$ cat src/rtl/pc_flow_ctrl.sv
// Fetch-path control sequencer: resolves JMP / JZ / HLT in decode and drives
// the PC mux, jump target, PC and program-memory stalls and the flush strobe.
module pc_flow_ctrl #(
  parameter logic [4:0]  OPC_JMP      = 5'b11000,
  parameter logic [4:0]  OPC_JZ       = 5'b11100,
  parameter logic [4:0]  OPC_HLT      = 5'b11111,
  parameter int unsigned FLAG_TIMEOUT = 4
) (
  input  logic        clk,
  input  logic        reset,
  input  logic [19:0] ins,
  input  logic        zero_flag,
  input  logic        flag_valid,
  input  logic        ext_stall,
  input  logic        resume,
  output logic        pc_mux_sel,
  output logic [7:0]  jmp_loc,
  output logic        stall,
  output logic        stall_pm,
  output logic        flush,
  output logic        halted,
  output logic        timeout_err,
  output logic [7:0]  jump_count,
  output logic [1:0]  state_dbg
);

  typedef enum logic [1:0] {
    S_RUN   = 2'd0,
    S_FLUSH = 2'd1,
    S_WAIT  = 2'd2,
    S_HALT  = 2'd3
  } state_t;

  localparam logic [3:0] WAIT_LAST = 4'(FLAG_TIMEOUT - 1);

  state_t      state_q, state_d;
  logic [3:0]  wait_cnt_q, wait_cnt_d;
  logic [7:0]  target_q, target_d;
  logic        pc_mux_sel_q, pc_mux_sel_d;
  logic [7:0]  jmp_loc_q, jmp_loc_d;
  logic        stall_q, stall_d;
  logic        stall_pm_q, stall_pm_d;
  logic        flush_q, flush_d;
  logic        halted_q, halted_d;
  logic        timeout_err_q, timeout_err_d;
  logic [7:0]  jump_count_q, jump_count_d;

  logic [4:0]  opcode;
  logic        unused_ins;

  assign opcode     = ins[19:15];
  assign unused_ins = ^ins[14:8];

  always_comb begin
    state_d       = state_q;
    wait_cnt_d    = wait_cnt_q;
    target_d      = target_q;
    pc_mux_sel_d  = 1'b1;
    jmp_loc_d     = jmp_loc_q;
    stall_d       = 1'b0;
    stall_pm_d    = 1'b0;
    flush_d       = 1'b0;
    halted_d      = 1'b0;
    timeout_err_d = 1'b0;
    jump_count_d  = jump_count_q;

    if (ext_stall) begin
      // Everything freezes; the halt indication is held rather than dropped.
      stall_d  = 1'b1;
      halted_d = halted_q;
    end else begin
      unique case (state_q)
        S_RUN: begin
          if (opcode == OPC_JMP) begin
            state_d      = S_FLUSH;
            pc_mux_sel_d = 1'b0;
            jmp_loc_d    = ins[7:0];
            flush_d      = 1'b1;
            jump_count_d = jump_count_q + 8'd1;
          end else if (opcode == OPC_JZ) begin
            state_d    = S_WAIT;
            stall_d    = 1'b1;
            target_d   = ins[7:0];
            wait_cnt_d = 4'd0;
          end else if (opcode == OPC_HLT) begin
            state_d  = S_HALT;
            stall_d  = 1'b1;
            halted_d = 1'b1;
          end
        end
        S_FLUSH: begin
          state_d = S_RUN;
        end
        S_WAIT: begin
          // A valid flag beats the timeout when both land on the same cycle.
          if (flag_valid) begin
            if (zero_flag) begin
              state_d      = S_FLUSH;
              pc_mux_sel_d = 1'b0;
              jmp_loc_d    = target_q;
              flush_d      = 1'b1;
              jump_count_d = jump_count_q + 8'd1;
            end else begin
              state_d = S_RUN;
            end
          end else if (wait_cnt_q == WAIT_LAST) begin
            state_d       = S_RUN;
            timeout_err_d = 1'b1;
          end else begin
            wait_cnt_d = wait_cnt_q + 4'd1;
            stall_d    = 1'b1;
          end
        end
        S_HALT: begin
          if (!resume) begin
            stall_d  = 1'b1;
            halted_d = 1'b1;
          end else begin
            state_d = S_RUN;
          end
        end
        default: begin
          state_d = S_RUN;
        end
      endcase
    end

    stall_pm_d = stall_d;
  end

  always_ff @(posedge clk or negedge reset) begin
    if (!reset) begin
      state_q       <= S_RUN;
      wait_cnt_q    <= 4'd0;
      target_q      <= 8'd0;
      pc_mux_sel_q  <= 1'b1;
      jmp_loc_q     <= 8'd0;
      stall_q       <= 1'b0;
      stall_pm_q    <= 1'b0;
      flush_q       <= 1'b0;
      halted_q      <= 1'b0;
      timeout_err_q <= 1'b0;
      jump_count_q  <= 8'd0;
    end else begin
      state_q       <= state_d;
      wait_cnt_q    <= wait_cnt_d;
      target_q      <= target_d;
      pc_mux_sel_q  <= pc_mux_sel_d;
      jmp_loc_q     <= jmp_loc_d;
      stall_q       <= stall_d;
      stall_pm_q    <= stall_pm_d;
      flush_q       <= flush_d;
      halted_q      <= halted_d;
      timeout_err_q <= timeout_err_d;
      jump_count_q  <= jump_count_d;
    end
  end

  assign pc_mux_sel  = pc_mux_sel_q;
  assign jmp_loc     = jmp_loc_q;
  assign stall       = stall_q;
  assign stall_pm    = stall_pm_q;
  assign flush       = flush_q;
  assign halted      = halted_q;
  assign timeout_err = timeout_err_q;
  assign jump_count  = jump_count_q;
  assign state_dbg   = state_q;

endmodule

$ cat config.mk
export PLATFORM = sky130hd
export DESIGN_NAME = pc_flow_ctrl
export DESIGN_NICKNAME = d
export VERILOG_FILES = /design/src/rtl/pc_flow_ctrl.sv
export SDC_FILE = /design/constraint.sdc
export NUM_CORES = 1
export LEC_CHECK = 0
export ABC_AREA = 1
export CAP_MARGIN = 5
export CORE_ASPECT_RATIO = 0.6
export CORE_UTILIZATION = 48
export DETAILED_ROUTE_END_ITERATION = 7
export PLACE_DENSITY_LB_ADDON = 0.12
export SLEW_MARGIN = 20
export SYNTH_ARGS = -nofsm -noshare
export SYNTH_HDL_FRONTEND = slang
export SYNTH_SLANG_ARGS = --single-unit
$ cat constraint.sdc
create_clock -name clk -period 2 [get_ports clk]
set_input_delay 0.3 -clock clk [delete_from_list [all_inputs] [get_ports clk]]
set_output_delay 0.3 -clock clk [all_outputs]
set_load 0.01 [all_outputs]
==> results.md, run 1 <==
* Outcome: finished, final reports clean
* Post-synthesis register bit count at 35
* Core box area at between 3000 and 4000 µm²
* Final worst path period need at 1813 ps
* Pin count of the biggest net entering global routing at 36
* Synth area leader: dfrtp_1
* DIE HEIGHT at between 40 and 50 µm
* # setup viols final at 0
* Pwr dens at approximately 1200 nW/µm²
* Overall global routing resource usage at a little over a fifth
* Port Buffers at 42
* Critical path class: register to register
* First-pass GRT wire length at between 6 and 7 mm
* Clk_lat worst skew at about 290 ps
* Max frequency at between 0.5 and 0.6 GHz
* Total grt overflow at 0
* Vias in the first global route at roughly 1,500
* Area post-placement at between 2000 and 2500 µm²
* Register area share after synthesis at between 40% and 50%
* Yosys cell types at 27
* DR iter-0 viols at 106
* CP Capture Type: register
* Ant. Diodes at 0
* Synth cell count leaders: 80 x nand2_1, 34 x dfrtp_1, 26 x inv_1, 22 x o21ai_0, 12 x nor2_1
* CTS Sinks at 35
* Post-Syn Area at between 1500 and 2000 µm²
* Detailed placement HPWL at between 2 and 3 mm
* Warnings, synthesis at 0
* RSZ-0062 raised after global routing: false
* Via count at ~1,600
* Post-synth EDFFs at 0
* Num ports at 50
* Count leader, synth: nand2_1
* Reg clk slew, reported paths at ~70 ps
* Root Buffer: clkbuf_8
* Post-CTS Setup Inserts at 0
* Slew HR at between 70 and 80%
* Filler cell count at about 300
* MaxCap Viol Count at 0
* Multi-input logic area at between 800 and 900 µm²
* First-pass DRT Iterations at 4
* WL/cell at 11.66 µm
* Area grow syn2layout at 31.44%
* Endpoints failing hold at 0
* Crit path launch: state_dbg[0]
* Starting Density at ~53%
* Syn Nets at between 200 and 300
* Die area at slightly above 4000 µm²
* Routed Antenna Nets at 0
* Std-Cell Rows at 16
* Least-Margin Pin Slew at approximately 440 ps
* Worst IR drop on VDD at ~0.66 mV
* Period utilization at between 90% and 100%
* Synthesized instance count at roughly 230
* Hold Crit Class: primary input to asynchronous set/reset pin
* Clock Tree Buf Depth at 2
* Sequential cell area at ~900 µm²
* Num CTS Buffers at 5
* Mean Syn Cell Area at about 8.0 µm²
* P_leak at between 1 and 1.5 nW
* GP Congestion at around 0.80
* Post-synth top area share at 46.48%
* Drc violations at 0
* Total Neg Setup Slack at 0 ps
* Required @ worst endpoint at roughly 2200 ps
* Vias/cell at about 4.9
* Net count, final at a little over 300
* Hold_buf cts at 0
* CP Max Fanout at 21
* CTS tree: built
* Share of layout cells above drive strength 1 at 9.386%
* Number of H-tree levels at 2
* Skew final at around 7.4 ps
* Most common flop cell mapped by yosys: dfrtp_1
* Design area at ~2400 µm²
* Initial antenna violation count at 0
* Synth area leaders: dfrtp_1 46%, nand2_1 16%, o21ai_0 6.0%
* Die Wd at between 80 and 90 µm
* Async set-reset flop share out of synthesis at 100.0%
* Worst r2r src: state_dbg[0]
* Critical path data arrival time at 1990 ps
* Max Slew Vio Count at 0
* WL final at 3.755 mm
* Resized cells post-CTS at 0
* Startpoint Class: register
report_power, final:
group / total [mW] / switching (mW) / internal [mW]
Combinational: 1.19 / 0.600 / 0.590
Clock: 0.531 / 0.254 / 0.278
Sequential: 1.11 / 0.181 / 0.933
Total: 2.84 / 1.04 / 1.80
metal layers:
metal	vias up	global-route usage [%]	routed length [µm]
li1	816	-	-
met1	706	31.39	1963
met2	41	30.99	1567
met3	2	7.407	208
met4	0	5.556	16
met5	-	0	0
sequential cells by signal (all words and copies together), names as in the netlist, 2 cells and up:
name and flops:
jmp_loc 8, jump_count 8, target_q 8, wait_cnt_q 4, state_dbg 2
worst max-delay path, stage by stage, from the launching register on:
cell     delay [ps]
dfrtp_1         430
inv_1            90
ha_1            270
inv_1            90
buf_4           230
nor2_1           60
a21oi_1         280
nand2_1         120
nand2_1          70
nand2_1          60
final timing paths:
path,endpoint,slack (ps),cells past startpoint
worst max register to register,state_dbg[0],190,9
worst max-delay path,state_dbg[0],190,9
min in group clk,target_q[0],490,2
max in group asynchronous,pc_mux_sel,1240,2
worst min register to register,target_q[0],490,2
worst min-delay path,state_dbg[0],420,2
cell usage in the layout, fill, tap and decap left out, types with 2 or more instances in the layout:
cell,instances
nand2_1,80
clkdlybuf4s50_1,42
dfrtp_1,34
inv_1,26
o21ai_0,22
nor2_1,12
nand3_1,9
o21ai_2,7
ha_1,6
clkbuf_8,6
a21oi_1,4
nand4_1,4
xor2_1,4
buf_4,4
xnor2_1,2
o21ai_1,2
through the flow:
stage,setup WS [ps],total power [mW],hold slack [ps],std cells,util [%]
CTS,223.1,2.855,426.4,322,69.88
detailed placement,217.2,2.311,467.4,314,67.22
floorplan,455.5,1.766,4.409,228,-
global route,59.04,3.059,464.8,322,69.88
finish,187.4,2.836,415.3,322,69.88
global placement,235.2,2.282,461.7,314,67.22
logic make-up after synthesis:
family	synth area share [%]
fa+ha+maj	4.101
xor+xnor	2.871
flops	47.92
simple gates	25.02
buf+inv	7.860
compound gates	12.24
area by class of cell:
| class | instances | share of cell area [%] |
|---|---|---|
| clock buffer | 7 | 3.588 |
| clock inverter | 1 | 0.2080 |
| inverter | 27 | 4.212 |
| multi-input combinational | 160 | 33.65 |
| sequential | 35 | 36.45 |
| tap | 45 | 2.340 |
| timing repair buffer | 47 | 19.55 |
No activity file was read; power rests on OpenSTA's default activity.
==> run 2: changes to the inputs <==
--- a/config.mk
+++ b/config.mk
@@ -7,8 +7,8 @@
 export LEC_CHECK = 0
 export ABC_AREA = 1
 export CAP_MARGIN = 5
-export CORE_ASPECT_RATIO = 0.6
-export CORE_UTILIZATION = 48
+export CORE_ASPECT_RATIO = 1.75
+export CORE_UTILIZATION = 43
 export DETAILED_ROUTE_END_ITERATION = 7
 export PLACE_DENSITY_LB_ADDON = 0.12
 export SLEW_MARGIN = 20
==> constraint.sdc (replaced) <==
create_clock -name clk -period 1.6 [get_ports clk]
set_input_delay 0.24 -clock clk [delete_from_list [all_inputs] [get_ports clk]]
set_output_delay 0.24 -clock clk [all_outputs]
set_load 0.01 [all_outputs]
==> run 2 against run 1 <==
Final area up 6.8%. Final cell count up 5.3%. Total power increased by 34%. Setup slack got worse by 130 ps. Highest routed layer unchanged. Global-route usage decreased by 2.2 points.
==> results.md, run 2 (synthesis gave the netlist of run 1 again) <==
* Outcome: finished, final reports clean
* Via count at 1,647
* Sequential cell area at between 800 and 900 µm²
* Cell chain of the critical path: buf_4 -> clkdlybuf4s50_1
* Setup slack, reg-to-reg at 100 ps
* Bufs and invs on worst path at 2
* Net count, final at 321
* Critical path class: register to output pin
* Stages on the worst setup path at 2
* Worst r2r src: state_dbg[0]
* Max frequency at 0.6479 GHz
* CTS tree: built
* First-pass DRT Iterations at 4
* Routed Antenna Nets at 0
* Pwr dens at approximately 1500 nW/µm²
* Reg2reg path depth at 9
* # setup viols final at 0
* Clk_lat worst skew at ~280 ps
* Startpoint Class: register
* Skew final at roughly 5.3 ps
* Detailed placement HPWL at about 3.0 mm
* Final worst path period need at roughly 1500 ps
* DR iter-0 viols at 31
* RSZ-0062 raised after global routing: true
* Die area at between 4000 and 5000 µm²
* Critical path data arrival time at ~1300 ps
* Least-Margin Pin Slew at roughly 290 ps
* Num CTS Buffers at 5
* Worst setup path endpoint: state_dbg[0]
* Number of H-tree levels at 2
* Gate power share at a little over two fifths
* Max Slew Vio Count at 0
* Root Buffer: clkbuf_8
* P_int at between 2 and 2.5 mW
* MaxCap Viol Count at 0
* Top delay family on crit path: buffers and inverters
* Fin util at approximately 63%
* Share of layout cells above drive strength 1 at 15.17%
* Area post-placement at 2410 µm²
* Required @ worst endpoint at approximately 1400 ps
* Die Wd at just over 50 µm
* Filler cell count at about 380
* First-pass GRT wire length at around 6.6 mm
* GRT Max-Usage Layer: met2
* Hold Crit Class: primary input to asynchronous set/reset pin
* Design area at about 2600 µm²
* Most frequent cells in the layout: 80 x nand2_1, 40 x clkdlybuf4s50_1, 34 x dfrtp_1
* Core box area at just over 4000 µm²
* Period utilization at 96.46%
* P_leak at ~1.3 nW
* Dpl cells at 330
* Endpoints failing hold at 0
* Switching share of total power at roughly a third
* Pin count of the biggest net entering global routing at 22
* Clk pwr share at between 20% and 30%
* Vias/cell at ~4.9
* Overall global routing resource usage at between 10% and 20%
* Port Buffers at 42
* Slew HR at 80.39%
* Critical Path Slowest Stage Cell: clkdlybuf4s50_1
* WL final at about 4.0 mm
* Area grow syn2layout at 40.40%
* Ant. Diodes at 0
* Initial antenna violation count at 0
* CTS Sinks at 35
* Vias in the first global route at 1,558
* Sequential share of power at 36.3%
* Crit path launch: state_dbg[0]
* Met1 Use GR at roughly a fifth
* Total grt overflow at 0
* Grt met3 use at roughly 3.4%
* CP Capture Type: output pin
* Clock Tree Buf Depth at 2
* Sw Pwr at ~1.3 mW
* Std-Cell Rows at 31
* Post-CTS Setup Inserts at 0
* Num ports at 50
* Commonest non-fill, non-tap cell in the layout: nand2_1
* CP Max Fanout at 4
* R2r endpoint: jmp_loc[2]
* Met2 Usage GRT at between 30% and 40%
* Reg clk slew, reported paths at around 70 ps
* Drc violations at 0
* CP peak stage delay at 530 ps
* Multi-input logic area at between 800 and 900 µm²
* Worst IR drop on VDD at ~0.99 mV
* DIE HEIGHT at around 88 µm
* WL/cell at ~12 µm
* Final Non-Filler Cells at 339
* GP Congestion at around 0.76
* Starting Density at roughly 45%
run 2: per-layer routing:
layer	vias up	share of wire, %	wire (µm)
met3	5	2.7	107
met4	0	1.1	45
met5	-	0	0
li1	847	-	-
met2	34	58	2297
met1	761	38	1519
run 2: layout make-up:
cell class	instances	area share, %
inverters	27	4.041
flip-flops and latches	35	34.13
repair buffers	60	22.98
clock inverters	3	1.704
well taps	49	2.386
clock buffers	5	2.678
multi-input cells	160	32.08
run 2: power by group through the flow:
stage / Combinational [mW] / Clock [mW] / Sequential (mW)
after floorplan: 0.741 / 0 / 1.47
after detailed placement: 1.57 / 0 / 1.39
after CTS: 1.58 / 0.802 / 1.37
final: 1.63 / 0.785 / 1.37
after global routing: 1.82 / 0.834 / 1.41
after global placement: 1.54 / 0 / 1.38
run 2: per-stage QoR:
step	total power, mW	setup slack, ps	TNS, ps	hold slack, ps
after CTS	3.753	29.24	0	301.5
after detailed placement	2.960	3.875	0	469.1
final	3.786	56.61	0	296.6
after floorplan	2.207	55.47	0	-55.59
after global routing	4.072	-2.685	-4.309	322.8
after global placement	2.915	40.34	0	461.8
run 2: repair_timing:
item / 4_1_cts / 5_1_grt
hold buffers: 0 / 0
gates resized for setup: 0 / 8
setup endpoints to repair: 0 / 20
run 2: worst min path at each step:
stage,start,end,slack [ps]
3_5_place_dp,target_q[4],target_q[4],470
2_1_floorplan,reset,flush,-60
6_report,reset,jmp_loc[5],300
3_3_place_gp,target_q[1],target_q[1],460
5_1_grt,reset,jmp_loc[5],320
4_1_cts,reset,jmp_loc[5],300
run 2: worst register-to-register path: stages, from the launching register on:
cell	delay, ps
dfrtp_1	360
inv_1	60
ha_2	200
inv_2	80
nand2_1	80
a21oi_2	190
nand2_4	120
buf_4	170
nand2_1	70
o21ai_2	50
==> run 3: changes to the inputs <==
--- a/config.mk
+++ b/config.mk
@@ -7,8 +7,10 @@
 export LEC_CHECK = 0
 export ABC_AREA = 1
 export CAP_MARGIN = 5
+export CELL_PAD_IN_SITES_DETAIL_PLACEMENT = 0
+export CELL_PAD_IN_SITES_GLOBAL_PLACEMENT = 1
 export CORE_ASPECT_RATIO = 1.75
-export CORE_UTILIZATION = 43
+export CORE_UTILIZATION = 31
 export DETAILED_ROUTE_END_ITERATION = 7
 export PLACE_DENSITY_LB_ADDON = 0.12
 export SLEW_MARGIN = 20
==> run 3 against run 2 <==
Routed wire length up 5.7%. Register-to-register slack gained 20 ps. Clock skew fell by 0.67 ps. Critical endpoint is now pc_mux_sel. Largest cell class unchanged. Highest routed layer unchanged.
==> results.md, run 3 (synthesis gave the netlist of run 1 again) <==
* Outcome: finished, final reports clean
* DIE HEIGHT at between 100 and 150 µm
* Die Wd at between 60 and 70 µm
* Vias/cell at about 4.4
* GP Congestion at just under 0.8
* Pin count of the biggest net entering global routing at 21
* Std-Cell Rows at 36
* Num CTS Buffers at 5
* DR iter-0 viols at between 50 and 60
* Pwr dens at ~1500 nW/µm²
* Gate power share at between 40% and 50%
* Root Buffer: clkbuf_8
* Number of H-tree levels at 2
* CP Max Fanout at 1
* Area post-placement at roughly 2400 µm²
* Total grt overflow at 0
* Clock Tree Buf Depth at 2
* P_int at around 2.5 mW
* Max Slew Vio Count at 0
* Critical path data arrival time at roughly 1300 ps
* Detailed placement HPWL at ~3.3 mm
* Initial antenna violation count at 0
* P_leak at around 1.3 nW
* First-pass DRT Iterations at 4
* First-pass GRT wire length at 7.031 mm
* Total Neg Setup Slack at 0 ps
* Drc violations at 0
* Hold_ws at roughly 430 ps
* Final worst path period need at 1563 ps
* Share of layout cells above drive strength 1 at between 15 and 20%
* MaxCap Viol Count at 0
* CP peak stage delay at 520 ps
* Skew final at ~4.7 ps
* Reg clk slew, reported paths at approximately 70 ps
* Slew HR at just under 70%
* RSZ-0062 raised after global routing: false
* Starting Density at 32.51%
* Hold Crit Class: primary input to asynchronous set/reset pin
* Critical path class: register to output pin
* Clk pwr share at between 20 and 25%
* Sw Pwr at 1.316 mW
* Clk_lat worst skew at around 290 ps
* Critical Path Slowest Stage Cell: dfstp_2
* CTS tree: built
* Power, Total at between 3 and 4 mW
* CP Capture Type: output pin
* Required @ worst endpoint at 1360 ps
* Area grow syn2layout at 41.90%
* Max frequency at 0.6396 GHz
* Core box area at around 5600 µm²
* Via count at 1,601
* Worst IR drop on VDD at 0.4772 mV
* Endpoints failing hold at 0
* WL final at 4.196 mm
* CTS Sinks at 35
* Startpoint Class: register
* Net count, final at approximately 320
* Fin worst setup slack at roughly 37 ps
* Placement Setup Slack at -50.68 ps
* Top delay family on crit path: flip-flops
* Overall global routing resource usage at between 10% and 20%
* Ant. Diodes at 0
* Most frequent cells in the layout: 80 x nand2_1, 40 x clkdlybuf4s50_1, 33 x dfrtp_1
* Bufs and invs on worst path at 1
* Commonest non-fill, non-tap cell in the layout: nand2_1
* Vias in the first global route at 1,602
* Routed Antenna Nets at 0
* Least-Margin Pin Slew at 480.4 ps
* Cell chain of the critical path: clkdlybuf4s50_1
* Die area at a little over 6000 µm²
* Design area at between 2000 and 3000 µm²
* Period utilization at between 90% and 100%
* Sequential share of power at approximately 36%
* Num ports at 50
* WL/cell at between 10 and 15 µm
* # setup viols final at 0
* Port Buffers at 42
* Switching share of total power at roughly a third
-- run 3: changes by cell type in the layout (fill, tap and decap cells not counted), sizes merged --
cell | before | now
buf | 17 | 18
clkinv | 2 | 1
dlygate4sd3 | 0 | 1
dlymetal6s2s | 2 | 1
-- run 3: final cells by class --
| class | instances | area, µm² |
|---|---|---|
| fillers | 585 | 3033 |
| flip-flops and latches | 35 | 878.3 |
| multi-input cells | 160 | 824.5 |
| repair buffers | 60 | 580.6 |
| inverters | 27 | 101.3 |
| well taps | 76 | 95.09 |
| clock buffers | 6 | 82.58 |
| clock inverters | 2 | 35.03 |
-- run 3: worst paths after layout --
| check | start | endpoint | slack [ps] | depth (start not counted) |
|---|---|---|---|---|
| max in group asynchronous | reset | pc_mux_sel | 590 | 3 |
| max | pc_mux_sel | pc_mux_sel | 40 | 1 |
| max reg2reg | state_dbg[0] | jmp_loc[6] | 120 | 8 |
| min reg2reg | jmp_loc[2] | jmp_loc[2] | 480 | 2 |
| min | reset | jump_count[6] | 430 | 2 |
| min in group clk | jmp_loc[2] | jmp_loc[2] | 480 | 2 |
-- run 3: power groups by stage --
| stage | combinational, mW | clock, mW | sequential, mW |
|---|---|---|---|
| finish | 1.58 | 0.838 | 1.37 |
| CTS | 1.59 | 0.865 | 1.37 |
| global placement | 1.57 | 0 | 1.38 |
| detailed placement | 1.58 | 0 | 1.39 |
| global route | 1.78 | 0.899 | 1.41 |
| floorplan | 0.741 | 0 | 1.47 |
-- run 3: layer usage --
metal  vias to the layer above  wire length (µm)  global-route usage (%)
met5                         -                 0                       0
met4                         0                75                   4.983
met3                         6               115                   3.121
met2                        27              2435                   28.81
met1                       729              1568                   14.94
li1                        839                 -                       -
-- run 3: what timing repair did --
action | in CTS | in global routing
hold buffers | 1 | 0
resized for setup | 0 | 6
endpoints found under the hold margin | 18 | 0
buffers inserted | 0 | 1
endpoints found under the setup margin | 0 | 16
-- run 3: stage by stage --
stage / instances / util, %
4_1_cts: 365 / 45.67
6_report: 366 / 46.13
3_3_place_gp: 356 / 43.40
5_1_grt: 366 / 46.13
3_5_place_dp: 356 / 43.40
2_1_floorplan: 228 / -
